==> src/rtl/por_seq_pkg.sv <==
// por_seq_pkg: shared state encoding, default timing constants and a small
// helper for the POR reset sequencer.
package por_seq_pkg;

   localparam int DEF_SYNC_STAGES     = 2;
   localparam int DEF_DEBOUNCE_CYCLES = 16;
   localparam int DEF_STAGE_DELAY     = 8;

   typedef enum logic [2:0] {
      HOLD       = 3'd0,
      DEBOUNCE   = 3'd1,
      REL_CORE   = 3'd2,
      REL_PERIPH = 3'd3,
      RUN        = 3'd4,
      SOFT       = 3'd5
   } por_state_t;

   function automatic int max_int(input int a, input int b);
      return (a > b) ? a : b;
   endfunction

endpackage

==> src/rtl/por_sync.sv <==
// por_sync: STAGES-deep flop chain that brings an asynchronous level into the
// clk domain. The clear is synchronous and active-low, so a fresh reset always
// forces the synchronized level low.
module por_sync #(
   parameter int STAGES = 2
) (
   input  logic clk,
   input  logic resetb,
   input  logic d,
   output logic q
);

   logic [STAGES-1:0] sync_reg;

   // Shift the raw level through the chain; every stage clears on reset.
   always_ff @(posedge clk) begin
      if (!resetb) begin
         sync_reg <= '0;
      end else begin
         sync_reg <= {sync_reg[STAGES-2:0], d};
      end
   end

   assign q = sync_reg[STAGES-1];

endmodule

==> src/rtl/por_reset_sequencer.sv <==
// por_reset_sequencer: synchronizes and debounces the POR level, then releases
// core, peripheral and user resets in that order with STAGE_DELAY spacing.
// Losing porb_l drops every reset at once. The optional soft reset handshake
// (soft_rst_req/soft_rst_ack and the SOFT state) is built when the macro
// POR_SOFT_RESET_EN is defined.
module por_reset_sequencer
   import por_seq_pkg::*;
#(
   parameter int SYNC_STAGES     = DEF_SYNC_STAGES,
   parameter int DEBOUNCE_CYCLES = DEF_DEBOUNCE_CYCLES,
   parameter int STAGE_DELAY     = DEF_STAGE_DELAY
) (
   input  logic clk,
   input  logic resetb,
   input  logic porb_l,
`ifdef POR_SOFT_RESET_EN
   input  logic soft_rst_req,
   output logic soft_rst_ack,
`endif
   output logic core_resetn,
   output logic periph_resetn,
   output logic user_resetn,
   output logic por_done
);

   // Counter is one bit wider than needed so the terminal counts never sit
   // on the saturation value.
   localparam int CNT_W = $clog2(max_int(DEBOUNCE_CYCLES, STAGE_DELAY)) + 1;
   localparam logic [CNT_W-1:0] CNT_SAT  = '1;
   localparam logic [CNT_W-1:0] DEB_LAST = CNT_W'(DEBOUNCE_CYCLES - 1);
   localparam logic [CNT_W-1:0] STG_LAST = CNT_W'(STAGE_DELAY - 1);

   logic             porb_s;
   por_state_t       state_reg, state_next;
   logic [CNT_W-1:0] cnt_reg, cnt_next;
   logic             core_reg, periph_reg, user_reg, done_reg;

   por_sync #(
      .STAGES (SYNC_STAGES)
   ) u_porb_sync (
      .clk    (clk),
      .resetb (resetb),
      .d      (porb_l),
      .q      (porb_s)
   );

   // Next-state and counter decode; power loss overrides every other move.
   always_comb begin
      state_next = state_reg;
      case (state_reg)
         HOLD:       if (porb_s) state_next = DEBOUNCE;
         DEBOUNCE:   if (cnt_reg == DEB_LAST) state_next = REL_CORE;
         REL_CORE:   if (cnt_reg == STG_LAST) state_next = REL_PERIPH;
         REL_PERIPH: if (cnt_reg == STG_LAST) state_next = RUN;
`ifdef POR_SOFT_RESET_EN
         RUN:        if (soft_rst_req) state_next = SOFT;
         SOFT:       if ((cnt_reg >= STG_LAST) && !soft_rst_req) state_next = DEBOUNCE;
`else
         RUN:        state_next = RUN;
`endif
         default:    state_next = HOLD;
      endcase
      if (!porb_s) begin
         state_next = HOLD;
      end

      // Cleared on every state entry, otherwise counts up and saturates.
      if (state_next != state_reg) begin
         cnt_next = '0;
      end else if (cnt_reg == CNT_SAT) begin
         cnt_next = cnt_reg;
      end else begin
         cnt_next = cnt_reg + CNT_W'(1);
      end
   end

   // State and counter registers.
   always_ff @(posedge clk) begin
      if (!resetb) begin
         state_reg <= HOLD;
         cnt_reg   <= '0;
      end else begin
         state_reg <= state_next;
         cnt_reg   <= cnt_next;
      end
   end

   // Reset outputs are loaded from the next-state so they move with the state.
   always_ff @(posedge clk) begin
      if (!resetb) begin
         core_reg   <= 1'b0;
         periph_reg <= 1'b0;
         user_reg   <= 1'b0;
         done_reg   <= 1'b0;
      end else begin
         core_reg   <= (state_next == REL_CORE) || (state_next == REL_PERIPH) ||
                       (state_next == RUN);
         periph_reg <= (state_next == REL_PERIPH) || (state_next == RUN);
         user_reg   <= (state_next == RUN);
         done_reg   <= (state_next == RUN);
      end
   end

   assign core_resetn   = core_reg;
   assign periph_resetn = periph_reg;
   assign user_resetn   = user_reg;
   assign por_done      = done_reg;

`ifdef POR_SOFT_RESET_EN
   logic ack_reg;

   // Acknowledge is held for the whole time the block sits in SOFT.
   always_ff @(posedge clk) begin
      if (!resetb) begin
         ack_reg <= 1'b0;
      end else begin
         ack_reg <= (state_next == SOFT);
      end
   end

   assign soft_rst_ack = ack_reg;
`endif

endmodule

==> config.mk <==
export PLATFORM = sky130hd
export DESIGN_NAME = por_reset_sequencer
export DESIGN_NICKNAME = d
export VERILOG_FILES = /design/src/rtl/por_seq_pkg.sv /design/src/rtl/por_sync.sv /design/src/rtl/por_reset_sequencer.sv
export SDC_FILE = /design/constraint.sdc
export NUM_CORES = 1
export LEC_CHECK = 0
export BUFFER_PORTS_ARGS = -buffer_cell sky130_fd_sc_hd__buf_2
export CORE_MARGIN = 5
export CORE_UTILIZATION = 30
export DETAILED_ROUTE_END_ITERATION = 6
export PLACE_DENSITY = 0.46
export SETUP_SLACK_MARGIN = 0.02
export SYNTH_ARGS = -nofsm -noshare
export SYNTH_HDL_FRONTEND = slang
export SYNTH_SLANG_ARGS = --single-unit
==> constraint.sdc <==
create_clock -name clk -period 2.4 [get_ports clk]
set_clock_uncertainty 0.1 [all_clocks]
set_input_delay 0.48 -clock clk [delete_from_list [all_inputs] [get_ports clk]]
set_output_delay 0.48 -clock clk [all_outputs]
set_load 0.005 [all_outputs]
==> metrics.txt <==
WL/cell=11.6 um; largest net degree at the start of global routing=10; most common cell in the netlist=sky130_fd_sc_hd__dfxtp_1; count of flip-flops with a built-in enable after synthesis=0; critical path data arrival time=2.16 ns; clock tree root buffer cell=sky130_fd_sc_hd__clkbuf_4; Mapped Avg Cell Area=10.0 um2; port bufs=6; final worst path period need=2.11 ns; DR iter-0 viols=5; total of warnings raised by yosys=0; number of global-route vias before repair=460; maximum buffer depth of the clock tree=2; post-route fraction of the period consumed by the critical path=0.880; routability-driven placement congestion ratio=0.699; post-CTS clock slew at the launch and capture registers of the worst setup and hold paths=0.08 ns; count of vias placed by the detailed router=467; data required time at the worst endpoint=2.44 ns; category of the worst setup path capture point=register; category of the critical setup timing path=register to register; Row Count=16; antenna-violating nets left=0; Async SR Flop Fraction=0; unrepaired setup endpoints after global routing=false; slowest stage delay, CP=0.44 ns; flip-flop count of the largest register, all copies and words added=5; P&R area growth vs syn=12.3%; worst IR drop on VDD=0.305 mV; vias per cell=4.77; net count of the finished layout=78; max-cap viol count=0; leading cell types by total area after synthesis=sky130_fd_sc_hd__dfxtp_1 (41%), sky130_fd_sc_hd__a2111oi_1 (7.9%), sky130_fd_sc_hd__ha_1 (5.9%); share of final-layout standard cells stronger than drive strength 1=0.197; crit path max-delay cell type=sky130_fd_sc_hd__a2111oi_1; cell type contributing the most total cell area after synthesis=sky130_fd_sc_hd__dfxtp_1; post-synthesis cell area=633 um2; Die Area=3130 um2; post-cts repair resize count=0; maximum level of the CTS H-tree=1; Commonest cells post-synth=sky130_fd_sc_hd__dfxtp_1 (13), sky130_fd_sc_hd__a21oi_1 (6), sky130_fd_sc_hd__a2111oi_1 (5); relative max-transition margin=0.725; starting density of the core=0.319; post-synth cell types=27; Post-CTS Setup Repair Bufs=0; Total GRT Usage=0.0859; largest fanout of any net on the critical path=6; power density over the cells=539 nW/um2; Antenna diodes=0; Buf/Inv on CP=0; kind of cell adding the most delay to the critical path=adder cells; final count of negative-setup-slack endpoints=0; dominant cell type by count on the critical path=sky130_fd_sc_hd__ha_1; Horiz. Die Dim=55.9 um; first-pass GRT wire length=2100 um; number of nets produced by synthesis=69; cell leakage power=0.265 nW; slew at the pin closest to its max-slew limit=0.411 ns; most common flop cell mapped by yosys=sky130_fd_sc_hd__dfxtp_1; die extent in y=55.9 um; number of standard cells after synthesis=63; antenna violations before repair=0; class of the tightest hold or removal check=input pin to register; DRC=0; top-area cell type share of the netlist area=0.411; DP HPWL=833 um; core region area=1980 um2; routed wire length=1140 um; clk_lat worst skew=0.28 ns; Hold Buf Count CTS=0; outcome=finished, final reports clean; aggregate global routing overflow=0; final core area utilization=0.359; final sum of negative setup slack=0 ns; number of CTS-inserted buffers=3; first drt pass iteration count=4; maximum clock frequency=473 MHz; post-synthesis sequential area ratio=0.411; Final Max Tran Viols=0; number of hold-slack violations in the final timing report=0; series of cell instances along the critical path=ha_1 -> and3_2 -> ha_1 -> nand4b_1 -> xor2_1 -> a2111oi_1; total I/O pin count=7; clock tree from TritonCTS=done; clock sinks=13; post-synthesis sequential element count=13; kind of launch point of the worst setup path=register
power by group:
group / internal (W) / switching (W)
registers: 0.000222 / 0.00000499
logic: 0.0000107 / 0.0000105
clock network: 0.0000645 / 0.0000709
per-stage QoR:
step | instance area (um2) | std cells | worst slack, ns | hold WS, ns | power [W]
4_1_cts | 711 | 98 | 0.297 | 0.304 | 0.000389
3_3_place_gp | 684 | 94 | 0.307 | 0.323 | 0.000253
6_report | 711 | 98 | 0.288 | 0.310 | 0.000383
2_1_floorplan | 633 | 63 | 0.560 | 0.312 | 0.000247
3_5_place_dp | 684 | 94 | 0.318 | 0.323 | 0.000253
5_1_grt | 711 | 98 | 0.215 | 0.319 | 0.000402
cells by family after synthesis:
group / count (synthesis) / share of synthesized area
AOI/OAI and AO/OA: 17 / 0.215
buffers and inverters: 4 / 0.0316
xor gates and xnor gates: 4 / 0.0553
DFF: 13 / 0.411
adders and majority gates: 3 / 0.0593
muxes: 1 / 0.0158
and+or+nand+nor: 21 / 0.211
worst register-to-register path, delay by kind of cell, from the launching register on:
kind / cells / cell delay (ns)
flip-flops: 1 / 0.34
AND/OR/NAND/NOR: 2 / 0.46
AO/OA/AOI/OAI: 1 / 0.44
XOR/XNOR: 1 / 0.17
adder cells (fa/ha/maj): 2 / 0.48
final cells by class:
class	instances	area, um2
timing repair buffer	6	30.0
inverter	2	7.51
tap	27	33.8
sequential	13	260
clock buffer	4	26.3
multi-input combinational	46	353
fill	210	1270
path summary, 6_finish.rpt:
kind / cells past startpoint / from / slack (ns) / endpoint
worst max-delay path: 6 / cnt_reg[0] / 0.29 / cnt_reg[3]
worst max register to register: 6 / cnt_reg[0] / 0.29 / cnt_reg[3]
worst min register to register: 1 / u_porb_sync.sync_reg[0] / 0.34 / u_porb_sync.sync_reg[1]
worst min-delay path: 2 / porb_l / 0.31 / u_porb_sync.sync_reg[0]
cells in the final DEF (no fill, tap or decap), types with 2 or more instances in the layout:
cell and n:
sky130_fd_sc_hd__xnor2_1 2, sky130_fd_sc_hd__inv_1 2, sky130_fd_sc_hd__nor2_1 4, sky130_fd_sc_hd__buf_2 6, sky130_fd_sc_hd__nand2b_1 3, sky130_fd_sc_hd__a2111oi_1 5
sky130_fd_sc_hd__a21oi_1 6, sky130_fd_sc_hd__xor2_1 2, sky130_fd_sc_hd__dfxtp_1 13, sky130_fd_sc_hd__nand2_1 3, sky130_fd_sc_hd__nor2b_1 3, sky130_fd_sc_hd__ha_1 3
sky130_fd_sc_hd__clkbuf_4 3, sky130_fd_sc_hd__and2_1 2
routing by layer:
| layer | part of all wire | routed length, um | global-route usage |
|---|---|---|---|
| met1 | 0.51 | 582 | 0.107 |
| met2 | 0.40 | 457 | 0.120 |
| met3 | 0.065 | 74 | 0.0394 |
| met5 | 0 | 0 | 0 |
| met4 | 0.021 | 24 | 0.0508 |
Power figures use the tool's default switching activity.
